<file path="src/rtl/cmd_exec_sched.sv">
// Command scheduler: pops one command from the queue, launches it on the engine,
// waits for completion or timeout, and keeps completion/error counters.
module cmd_exec_sched #(
    parameter int unsigned TIMEOUT_CYC = 4096,
    parameter int unsigned RETRY_GAP   = 8,
    parameter int unsigned CNT_W       = 16
) (
    input  logic             I_clk,
    input  logic             I_rst_n,
    input  logic             I_enable,
    output logic             O_pop,
    input  logic             I_cmd_valid,
    input  logic [2:0]       I_cmd_data,
    output logic             O_start,
    output logic [2:0]       O_opcode,
    input  logic             I_busy,
    input  logic             I_done,
    output logic             O_active,
    output logic             O_err,
    output logic [CNT_W-1:0] O_done_cnt,
    output logic [CNT_W-1:0] O_err_cnt
);

    localparam int unsigned TMR_W = (TIMEOUT_CYC > 1) ? $clog2(TIMEOUT_CYC) : 1;
    localparam int unsigned GAP_W = (RETRY_GAP > 1) ? $clog2(RETRY_GAP) : 1;
    localparam logic [TMR_W-1:0] TMR_LAST = TMR_W'(TIMEOUT_CYC - 1);
    localparam logic [GAP_W-1:0] GAP_LAST = GAP_W'(RETRY_GAP - 1);

    typedef enum logic [2:0] {
        S_IDLE,
        S_POP,
        S_WAIT_Q,
        S_LAUNCH,
        S_RUN,
        S_FINISH,
        S_GAP
    } state_t;

    state_t           state_q, state_d;
    logic [TMR_W-1:0] tmr_q, tmr_d;
    logic [GAP_W-1:0] gap_q, gap_d;
    logic [2:0]       opcode_d;
    logic             start_d;
    logic             err_d;
    logic             done_inc;
    logic             err_inc;
    logic             timeout_hit;

    // The timer equals the number of cycles since the launch pulse.
    assign timeout_hit = (TIMEOUT_CYC != 0) && (tmr_q >= TMR_LAST);

    always_comb begin
        // NOTE: every output of this block gets a default first, so no path leaves
        // a value unassigned and no latch is inferred.
        state_d  = state_q;
        opcode_d = O_opcode;
        start_d  = 1'b0;
        err_d    = 1'b0;
        done_inc = 1'b0;
        err_inc  = 1'b0;
        tmr_d    = '0;
        gap_d    = '0;

        case (state_q)
            S_IDLE: begin
                if (I_enable) state_d = S_POP;
            end
            S_POP: begin
                state_d = S_WAIT_Q;
            end
            S_WAIT_Q: begin
                if (!I_cmd_valid) begin
                    state_d = S_GAP;
                end else if (I_cmd_data != 3'd0) begin
                    opcode_d = I_cmd_data;
                    start_d  = !I_busy;
                    state_d  = S_LAUNCH;
                end else begin
                    state_d = S_IDLE;
                end
            end
            S_LAUNCH: begin
                // The launch pulse is registered, so it occupies the last LAUNCH cycle.
                if (O_start) begin
                    tmr_d   = tmr_q + 1'b1;
                    state_d = S_RUN;
                end else begin
                    start_d = !I_busy;
                end
            end
            S_RUN: begin
                tmr_d = tmr_q + 1'b1;
                if (I_done) begin
                    done_inc = 1'b1;
                    state_d  = S_FINISH;
                end else if (timeout_hit) begin
                    err_d   = 1'b1;
                    err_inc = 1'b1;
                    state_d = S_FINISH;
                end
            end
            S_FINISH: begin
                opcode_d = 3'd0;
                state_d  = S_IDLE;
            end
            S_GAP: begin
                gap_d = gap_q + 1'b1;
                if (gap_q == GAP_LAST) state_d = S_IDLE;
            end
            default: begin
                state_d = S_IDLE;
            end
        endcase
    end

    // NOTE: sequential state uses non-blocking assignments only, so every register
    // samples the pre-edge values regardless of statement order.
    always_ff @(posedge I_clk or negedge I_rst_n) begin
        if (!I_rst_n) begin
            state_q    <= S_IDLE;
            tmr_q      <= '0;
            gap_q      <= '0;
            O_pop      <= 1'b0;
            O_start    <= 1'b0;
            O_opcode   <= 3'd0;
            O_active   <= 1'b0;
            O_err      <= 1'b0;
            O_done_cnt <= '0;
            O_err_cnt  <= '0;
        end else begin
            state_q  <= state_d;
            tmr_q    <= tmr_d;
            gap_q    <= gap_d;
            O_pop    <= (state_d == S_POP);
            O_start  <= start_d;
            O_opcode <= opcode_d;
            O_active <= state_d inside {S_POP, S_WAIT_Q, S_LAUNCH, S_RUN, S_FINISH};
            O_err    <= err_d;
            if (done_inc) O_done_cnt <= O_done_cnt + 1'b1;
            if (err_inc && (O_err_cnt != '1)) O_err_cnt <= O_err_cnt + 1'b1;
        end
    end

endmodule

</file>
<file path="config.mk">
export PLATFORM = sky130hd
export DESIGN_NAME = cmd_exec_sched
export DESIGN_NICKNAME = d
export VERILOG_FILES = /design/src/rtl/cmd_exec_sched.sv
export SDC_FILE = /design/constraint.sdc
export NUM_CORES = 1
export LEC_CHECK = 0
export CAP_MARGIN = 20
export CORE_MARGIN = 4
export CORE_UTILIZATION = 58
export CTS_BUF_LIST = sky130_fd_sc_hd__clkbuf_2 sky130_fd_sc_hd__clkbuf_4 sky130_fd_sc_hd__clkbuf_8
export DETAILED_ROUTE_END_ITERATION = 8
export GPL_TIMING_DRIVEN = 0
export HOLD_SLACK_MARGIN = 0.15
export PLACE_DENSITY = 0.95
export SYNTH_ARGS = -nofsm -noshare
export SYNTH_HDL_FRONTEND = slang
export SYNTH_SLANG_ARGS = --single-unit
export TNS_END_PERCENT = 1
</file>
<file path="constraint.sdc">
create_clock -name I_clk -period 3.3 [get_ports I_clk]
set_input_delay 0.66 -clock I_clk [delete_from_list [all_inputs] [get_ports I_clk]]
set_output_delay 0.66 -clock I_clk [all_outputs]
set_load 0.01 [all_outputs]
</file>
==> results of run 1 <==
## state kept, by name, indices dropped and copies added (netlist names)
signal	flops
O_active	1
O_done_cnt	16
O_err	1
O_err_cnt	16
O_opcode	3
O_pop	1
O_start	1
gap_q	3
state_q	3
tmr_q	12
## through the flow
step	cells	power, W	instance area [um2]	TNS, ns
after floorplan	238	0.001088	2625	0
after global placement	337	0.001259	3161	-1.944
after detailed placement	338	0.001275	3176	0
after CTS	353	0.001931	3374	0
after global routing	353	0.002023	3374	0
final	353	0.001916	3374	0
## worst max-delay path, stage by stage
cell             delay, ns
clkdlybuf4s50_1       0.59
and4bb_2              0.25
buf_2                 0.17
nand4_1               0.26
nor3_1                0.44
nand4_1               0.17
xnor2_1               0.14
## metal layers
layer  wire [um]  global-route usage [%]
met1        2361                   26.22
met2        2566                   32.59
met3         292                   5.874
met4          63                   9.126
met5           0                       0
## cells in the mapped netlist, types with 2 or more instances
| master | n |
|---|---|
| a21oi_1 | 7 |
| and3_1 | 8 |
| clkbuf_1 | 3 |
| dfrtp_1 | 57 |
| ha_1 | 5 |
| inv_1 | 3 |
| mux2i_1 | 5 |
| nand2_1 | 23 |
| nand3_1 | 14 |
| nand4_1 | 10 |
| nor2_1 | 26 |
| nor2b_1 | 4 |
| nor3_1 | 6 |
| o21ai_0 | 2 |
| xnor2_1 | 26 |
| xor2_1 | 12 |
## power by group
part | switching (W) | total, W | internal [W]
registers | 0.0000741 | 0.000853 | 0.000778
logic | 0.000209 | 0.000413 | 0.000204
clock network | 0.000259 | 0.000650 | 0.000391
total | 0.000542 | 0.00192 | 0.00137
## area by class of cell
class                      count  share of cell area, %
buffer                         5                 0.8157
tap                           52                  1.928
inverter                       3                 0.3337
multi-input combinational    173                  34.37
sequential                    57                  42.27
clock buffer                  12                  4.709
timing repair buffer          48                  14.39
clock inverter                 3                  1.187
## cells by family after synthesis
| logic type | count (synthesis) | synth area share (%) |
|---|---|---|
| XOR/XNOR | 38 | 12.68 |
| AO/OA/AOI/OAI | 16 | 4.672 |
| adder cells (fa/ha/maj) | 5 | 2.383 |
| multiplexers | 7 | 2.907 |
| buffers and inverters | 8 | 1.477 |
| flip-flops | 57 | 54.34 |
| AND/OR/NAND/NOR | 107 | 21.54 |
## worst paths after layout
path,endpoint,slack (ns),cells after the start
worst min register to register,gap_q[0],0.44,1
worst max register to register,O_err_cnt[1],1.11,6
worst max-delay path,O_done_cnt[13],0.83,7
max in group asynchronous,O_active,2.41,2
min in group I_clk,gap_q[0],0.44,1
worst min-delay path,O_err_cnt[4],0.32,1
==> results.md, run 1 <==
* Outcome: completed
* Seq/Total Area, Yosys at 54.34%
* Synthesized area per cell at 11.03 um2
* Layout Nets at 311
* Post-layout util at 77.50%
* Deepest clock path buffer count at 2
* DR vias/cell at 5.586
* Share of cells above drive strength 1 at 9.635%
* Post-route antenna net violation count at 0
* CTS H-Tree Depth at 3
* Post-detail-place hpwl at 3886 um
* Setup bufs post-CTS at 0
* Startpoint Class: input pin
* Worst Setup Slack post-DPL at 0.5044 ns
* CTS tree: done
* Routability cong. at 0.8340
* Async set-reset flop share out of synthesis at 100.0%
* Rows at 24
* Root buf cell: clkbuf_8
* Setup crit start: I_done
* Final hold slack at 0.3166 ns
* Most frequent cells in the layout: dfrtp_1, clkdlybuf4s50_1, nor2_1, xnor2_1, nand2_1
* Commonest non-fill, non-tap cell in the layout: dfrtp_1
* P&R area growth vs syn at 28.55%
* Crit path kind: in -> reg
* I/O pins at 48
* Yosys cell types at 43
* Vias in the first global route at 1,973
* Pwr dens at 567.8 nW/um2
* Final period utilization at 74.73%
* Leakage power at 1.469 nW
* Max Freq at 405.5 MHz
* Initial DRC count at 150
* Global-route wire length before repair at 8694 um
* Post-CTS Resized at 0
* Gr usage total at 20.51%
* Worst r2r src: tmr_q[0]
* Maximum Capacitance Violations at 0
* Worst path required time at 3.53 ns
* Flops & latches, synth at 57
* Synth warn at 0
* Worst Hold Class: in -> async
* Area of the multi-input gates at 1160 um2
* Worst slew margin at 54.17%
* Synth area leader: dfrtp_1
* Synth Net Count at 252
* Initial antenna violation count at 0
* EDFF count, synth at 0
* Top FF cell, synth: dfrtp_1
* Clock Skews at 0.008479 ns
* RSZ-0062 raised after global routing: no
* Core ar. at 4354 um2
* Peak VDD IR at 349.1 uV
* Die Ht at 75.28 um
* Synthesized instance count at 238
* Initial Utilization at 60.29%
* Worst setup slack after layout at 0.8339 ns
* Register area at 1426 um2
* Pin count of the biggest net entering global routing at 34
* Top cells by area, synth: dfrtp_1, xnor2_1, xor2_1, nor2_1, nand2_1
* IO Port Bufs at 47
* Total CTS buffers at 9
* Final Max Tran Viols at 0
* CTS sink cnt at 57
* Antenna Cells at 0
* DR vias at 1,972
* First-pass iteration count of the detailed router at 4
* Hold buffers post-CTS at 0
* Number of fill cells at 288
* GRT overflow at 0
* Critical Path AT at 2.69 ns
* Final setup vio count at 0
* Final hold violations at 0
* Drt drc at 0
* Horiz. Die Dim at 75.28 um
* Total wire length at 5284 um
* Post-layout min period at 2.466 ns
* Clk_lat worst skew at 0.34 ns
* Clk slew on worst S/H paths at 0.06 ns
* DR WL/cell at 14.97 um
* Critical path endpoint category: flop
* Least-Margin Pin Slew at 0.6875 ns
* Die area at 5666 um2
* Yosys top cell area share at 54.34%
* Crit path max fanout at 7
* Mapped cell area at 2625 um2
No activity file was read; power rests on OpenSTA's default activity.
==> inputs of run 2 (changes only) <==
--- a/config.mk
+++ b/config.mk
@@ -7,12 +7,12 @@
 export LEC_CHECK = 0
 export CAP_MARGIN = 20
 export CORE_MARGIN = 4
-export CORE_UTILIZATION = 58
+export CORE_UTILIZATION = 49
 export CTS_BUF_LIST = sky130_fd_sc_hd__clkbuf_2 sky130_fd_sc_hd__clkbuf_4 sky130_fd_sc_hd__clkbuf_8
 export DETAILED_ROUTE_END_ITERATION = 8
 export GPL_TIMING_DRIVEN = 0
 export HOLD_SLACK_MARGIN = 0.15
-export PLACE_DENSITY = 0.95
+export PLACE_DENSITY = 0.87
 export SYNTH_ARGS = -nofsm -noshare
 export SYNTH_HDL_FRONTEND = slang
 export SYNTH_SLANG_ARGS = --single-unit
==> constraint.sdc (replaced) <==
create_clock -name I_clk -period 2.2 [get_ports I_clk]
set_input_delay 0.44 -clock I_clk [delete_from_list [all_inputs] [get_ports I_clk]]
set_output_delay 0.44 -clock I_clk [all_outputs]
set_load 0.01 [all_outputs]
==> run 2 against run 1 <==
  * Worst setup slack worse by 0.72 ns
  * Clock power is 41% higher
  * Final cell count grew 5.9%
  * Power is 48% higher
  * Critical endpoint unchanged
  * Global-route usage fell by 2.3 points
  * Register-to-register slack worse by 0.98 ns
  * Flip-flop and latch count unchanged
==> results.md, run 2 (synthesized netlist as in run 1, its figures left out) <==
* Outcome: completed
* CTS sink cnt at 57 (unchanged)
* DR vias at 1,961 (-0.56%)
* Peak VDD IR at 584.6 uV (+67%)
* Delay-heaviest family, CP: simple AND/OR/NAND/NOR gates
* Root buf cell: clkbuf_8
* DP Cell Count at 356 (+5.3%)
* Crit path kind: in -> reg
* Rows at 26 (+8.3%)
* DR WL/cell at 14.27 um (-4.7%)
* Share of cells above drive strength 1 at 10.53% (+0.89 points)
* Worst Hold Class: reg -> reg
* Clock Skews at 0.01345 ns (+0.004969 ns)
* Most frequent cells in the layout: dfrtp_1, clkdlybuf4s50_1, nor2_1, xnor2_1, nand2_1
* First-pass iteration count of the detailed router at 4 (unchanged)
* Pwr dens at 824.4 nW/um2 (+45%)
* RSZ-0062 raised after global routing: yes
* DR vias/cell at 5.243 (-6.1%)
* Cell Chain, Critical Path: clkdlybuf4s50_1, and4bb_2, buf_2, nand4_1, nor3_2, nand4_1, xnor2_1
* Met1 Use GR at 22.79% (-3.4 points)
* Leakage power at 1.497 nW (+1.9%)
* Non-Filler Instances at 374 (+5.9%)
* Layout Nets at 314 (+0.96%)
* Vias in the first global route at 2,069 (+4.9%)
* Final Max Tran Viols at 0 (unchanged)
* Post-route antenna net violation count at 0 (unchanged)
* Post-detail-place hpwl at 3814 um (-1.9%)
* Biggest regs: O_done_cnt x16, O_err_cnt x16, tmr_q x12
* Least-Margin Pin Slew at 0.4619 ns (-0.2256 ns)
* Slowest cell on the critical path: clkdlybuf4s50_1
* Die area at 6592 um2 (+16%)
* Final period utilization at 94.95%
* Met3 GRT Util at 3.769% (-2.1 points)
* Clk slew on worst S/H paths at 0.06 ns (about the same)
* Startpoint Class: input pin
* Final setup vio count at 0 (unchanged)
* Gr usage total at 18.23% (-2.3 points)
* Critical Path AT at 2.30 ns (-0.39 ns)
* Initial Utilization at 51.07% (-9.2 points)
* Initial DRC count at 63 (-58%)
* Post-layout min period at 2.089 ns
* Final non-filler cell area at 3428 um2 (+1.6%)
* Total wire length at 5336 um (+0.98%)
* Commonest non-fill, non-tap cell in the layout: dfrtp_1
* Drt drc at 0 (unchanged)
* Placed cell areas at 3198 um2 (+0.71%)
* Deepest clock path buffer count at 2 (unchanged)
* Worst slew margin at 68.97% (+15 points)
* Buffers plus inverters on the worst setup path at 2 (unchanged)
* Most Frequent Cell on Critical Path: nand4_1
* I/O pins at 48 (unchanged)
* Global-route wire length before repair at 9266 um (+6.6%)
* Antenna Cells at 0 (unchanged)
* Maximum Capacitance Violations at 0 (unchanged)
* Initial antenna violation count at 0 (unchanged)
* Worst path required time at 2.41 ns (-1.12 ns)
* Die Ht at 81.19 um (+7.9%)
* CTS H-Tree Depth at 3 (unchanged)
* Max Freq at 478.7 MHz
* Core ar. at 5140 um2 (+18%)
* IO Port Bufs at 47 (unchanged)
* P&R area growth vs syn at 30.60%
* CTS tree: done
* Gr busiest metal: met2
* Crit path max fanout at 7 (unchanged)
* Largest stage delay, worst path at 0.61 ns (+0.02 ns)
* GRT overflow at 0 (unchanged)
* Critical path endpoint category: flop
* Total CTS buffers at 9 (unchanged)
* Total power at 0.002826 W (+48%)
* Final hold violations at 0 (unchanged)
* Routability cong. at 0.8257 (-1.0%)
* GRT met2 Usage at 30.38% (-2.2 points)
* Clk_lat worst skew at 0.33 ns (about the same)
* Horiz. Die Dim at 81.19 um (+7.9%)
* Pin count of the biggest net entering global routing at 40 (+18%)
-- run 2: through the flow --
step	setup TNS [ns]	util, %	hold slack [ns]	worst slack (ns)
after floorplan	0	-	0.1444	0.2736
after global placement	-59.51	61.93	0.4193	-1.014
after detailed placement	-2.302	62.22	0.4178	-0.3513
after CTS	0	66.09	0.4415	0.05628
after global routing	-0.006118	66.70	0.4641	-0.005997
final	0	66.70	0.4365	0.1111
-- run 2: final timing paths --
path | startpoint | cells past startpoint | slack, ns | endpoint
hold reg to reg | gap_q[0] | 1 | 0.44 | gap_q[0]
setup / recovery | I_done | 7 | 0.11 | O_done_cnt[13]
max in group asynchronous | I_rst_n | 3 | 1.04 | tmr_q[9]
hold / removal | gap_q[0] | 1 | 0.44 | gap_q[0]
min in group asynchronous | I_rst_n | 2 | 0.59 | O_err_cnt[4]
setup reg to reg | O_err_cnt[0] | 7 | 0.13 | O_err_cnt[0]
-- run 2: layout make-up --
| cell class | instances | area, um2 |
|---|---|---|
| Timing Repair Buffer | 51 | 510.5 |
| Tap cell | 70 | 87.58 |
| Sequential cell | 57 | 1426 |
| Multi-Input combinational cell | 173 | 1181 |
| Inverter | 3 | 11.26 |
| Clock buffer | 11 | 138.9 |
| Buffer | 5 | 27.53 |
| Clock inverter | 4 | 45.04 |
| Fill cell | 422 | 1712 |
-- run 2: timing repair --
item	4_1_cts	5_1_grt
pin swaps	0	3
setup endpoints to repair	2	14
buffers inserted	0	2
gates resized for setup	1	2
hold endpoints to repair	18	0
hold buffers	1	0
-- run 2: layer usage --
layer	routed length, um	part of all wire (%)
met5	0	0
met4	76	1.4
met3	238	4.5
met2	2724	51
met1	2296	43
-- run 2: power by group --
group | internal (W) | leakage, nW | switching (W)
combinational | 0.000309 | 0.626 | 0.000323
clock | 0.000536 | 0.0998 | 0.000383
sequential | 0.00117 | 0.771 | 0.000109
total | 0.00201 | 1.50 | 0.000814
==> inputs of run 3 (changes only) <==
--- a/config.mk
+++ b/config.mk
@@ -6,8 +6,10 @@
 export NUM_CORES = 1
 export LEC_CHECK = 0
 export CAP_MARGIN = 20
+export CELL_PAD_IN_SITES_DETAIL_PLACEMENT = 0
+export CELL_PAD_IN_SITES_GLOBAL_PLACEMENT = 1
 export CORE_MARGIN = 4
-export CORE_UTILIZATION = 49
+export CORE_UTILIZATION = 38
 export CTS_BUF_LIST = sky130_fd_sc_hd__clkbuf_2 sky130_fd_sc_hd__clkbuf_4 sky130_fd_sc_hd__clkbuf_8
 export DETAILED_ROUTE_END_ITERATION = 8
 export GPL_TIMING_DRIVEN = 0
==> constraint.sdc (replaced) <==
create_clock -name I_clk -period 2.2 [get_ports I_clk]
set_input_delay 0.44 -clock I_clk [delete_from_list [all_inputs] [get_ports I_clk]]
set_output_delay 0.44 -clock I_clk [all_outputs]
set_load 0.05 [all_outputs]
==> run 3 against run 2 <==
  * Sequential power hardly changed
  * Worst setup slack improved by 0.019 ns
  * Core utilization down 15 points
  * Clock skew is 0.0011 ns lower
  * Power rose by 9.7%
  * Combinational power rose by 34%
  * Sequential share of layout area fell by 0.73 points
  * First-iteration DRC count increased by 60%
  * Via count decreased by 1.3%
  * Critical path type is now reg -> out
  * Largest cell class unchanged
  * Largest power group unchanged
  * Highest routed layer unchanged
==> results.md, run 3 (synthesized netlist as in run 1, its figures left out) <==
* First-pass iteration count of the detailed router at 4 (unchanged)
* Initial Utilization at 38.85% (-12 points)
* Most frequent cells in the layout: dfrtp_1, clkdlybuf4s50_1, nor2_1, xnor2_1, nand2_1
* Final hold violations at 0 (unchanged)
* DR vias at 1,935 (-1.3%)
* Setup crit start: O_err_cnt[13]
* Worst r2r src: tmr_q[0]
* DR WL/cell at 13.54 um (-5.1%)
* Crit path kind: reg -> out
* Worst setup slack after layout at 0.1300 ns (+0.01885 ns)
* Slowest cell on the critical path: clkdlybuf4s50_1
* Register area at 1429 um2 (+0.18%)
* Max Freq at 483.1 MHz (+0.91%)
* CTS tree: done
* Drt drc at 0 (unchanged)
* Leakage power at 1.512 nW (+1.0%)
* FF-to-FF setup slack at 0.19 ns (+0.06 ns)
* Die area at 8302 um2 (+26%)
* Post-layout min period at 2.070 ns (-0.01885 ns)
* Startpoint Class: flop
* Peak VDD IR at 516.0 uV (-12%)
* Final setup vio count at 0 (unchanged)
* Critical path endpoint category: output pin
* Worst slew margin at 61.04% (-7.9 points)
* Final period utilization at 94.09% (-0.86 points)
* Crit path max fanout at 6 (-1)
* Final Max Tran Viols at 0 (unchanged)
* RSZ-0062 raised after global routing: no
* Share of cells above drive strength 1 at 11.76% (+1.2 points)
* Commonest non-fill, non-tap cell in the layout: dfrtp_1
* Horiz. Die Dim at 91.12 um (+12%)
* DR vias/cell at 5.013 (-4.4%)
* Routability cong. at 0.7644 (-7.4%)
* Outcome: completed
* Final hold slack at 0.4358 ns (-0.0007340 ns)
* Worst Setup Slack post-DPL at -0.3458 ns (+0.005579 ns)
* I/O pins at 48 (unchanged)
* Pin count of the biggest net entering global routing at 34 (-15%)
* Total CTS buffers at 9 (unchanged)
* Rows at 30 (+15%)
* Critical Path AT at 1.63 ns (-0.67 ns)
* Root buf cell: clkbuf_8
* Deepest clock path buffer count at 2 (unchanged)
* Area of the multi-input gates at 1209 um2 (+2.3%)
* Worst path required time at 1.76 ns (-0.65 ns)
* Delay-heaviest family, CP: buffers and inverters
* Largest stage delay, worst path at 0.85 ns (+0.24 ns)
* CTS H-Tree Depth at 3 (unchanged)
* Maximum Capacitance Violations at 0 (unchanged)
* Least-Margin Pin Slew at 0.5843 ns (+0.1224 ns)
* Antenna Cells at 0 (unchanged)
* Clk_lat worst skew at 0.33 ns (about the same)
* Cell Chain, Critical Path: clkdlybuf4s50_1
* Post-detail-place hpwl at 3630 um (-4.8%)
* IO Port Bufs at 47 (unchanged)
* CTS sink cnt at 57 (unchanged)
* P&R area growth vs syn at 33.17%
* Buffers plus inverters on the worst setup path at 1 (-1)
* Number of fill cells at 606 (+44%)
* Worst Hold Class: reg -> reg
* Post-route antenna net violation count at 0 (unchanged)
* Initial antenna violation count at 0 (unchanged)
* GRT overflow at 0 (unchanged)
* Global-route wire length before repair at 9004 um (-2.8%)
* Biggest regs: O_done_cnt x16, O_err_cnt x16, tmr_q x12
* Vias in the first global route at 1,922 (-7.1%)
* Pwr dens at 886.9 nW/um2 (+7.6%)
* Core ar. at 6756 um2 (+31%)
* Total wire length at 5228 um (-2.0%)
* Clk slew on worst S/H paths at 0.06 ns (about the same)
* Clock Skews at 0.01238 ns (-0.001065 ns)
* Gr usage total at 13.45% (-4.8 points)
* Hold Crit Start: gap_q[0]
* Layout Nets at 316 (+0.64%)
* Initial DRC count at 101 (+60%)
* Die Ht at 91.12 um (+12%)
## run 3: cell count changes in the layout (fill, tap and decap cells not counted), sizes merged
cell | before | now
a2111oi | 1 | 2
buf | 6 | 7
clkbuf | 14 | 15
clkdlybuf4s50 | 46 | 45
clkinv | 3 | 2
dlymetal6s2s | 0 | 1
## run 3: metrics by stage
stage               utilization [%]  power [W]  cell area [um2]  TNS (ns)  std cells
floorplan                         -   0.001853             2628         0        238
global placement              47.33   0.002126             3198    -64.66        365
detailed placement            47.56   0.002135             3213    -1.867        366
CTS                           50.65   0.003134             3422         0        382
global route                  51.74   0.003291             3496         0        386
finish                        51.74   0.003100             3496         0        386
## run 3: path summary, 6_finish.rpt
| kind | to | cells after the start |
|---|---|---|
| worst max-delay path | O_err_cnt[13] | 1 |
| worst min-delay path | gap_q[0] | 1 |
| worst max register to register | O_err_cnt[15] | 6 |
| worst min register to register | gap_q[0] | 1 |
| max in group asynchronous | state_q[2] | 3 |
| min in group asynchronous | O_err_cnt[7] | 2 |
## run 3: where the power goes
part,internal [W],switching [W]
registers,0.00117,0.000107
logic,0.000307,0.000537
clock network,0.000587,0.000395
total,0.00206,0.00104
## run 3: per-layer routing
| layer | up-vias | global-route usage [%] | part of all wire [%] |
|---|---|---|---|
| met5 | - | 0 | 0 |
| met4 | 0 | 5.653 | 1.7 |
| met3 | 12 | 4.805 | 5.1 |
| met2 | 40 | 20.05 | 46 |
| met1 | 931 | 17.67 | 48 |
| li1 | 952 | - | - |
## run 3: repair_timing
action,4_1_cts,5_1_grt
setup buffers,0,3
hold endpoints to repair,24,0
setup endpoints to repair,0,13
hold buffers,1,0
resized for setup,0,5
## run 3: layout make-up
type	instances	area share (%)
plain buffers	5	0.7874
clock buffers	12	4.545
clock inverters	3	1.145
inverters	3	0.3221
multi-input cells	174	34.57
flip-flops and latches	57	40.87
well taps	80	2.863
repair buffers	52	14.89
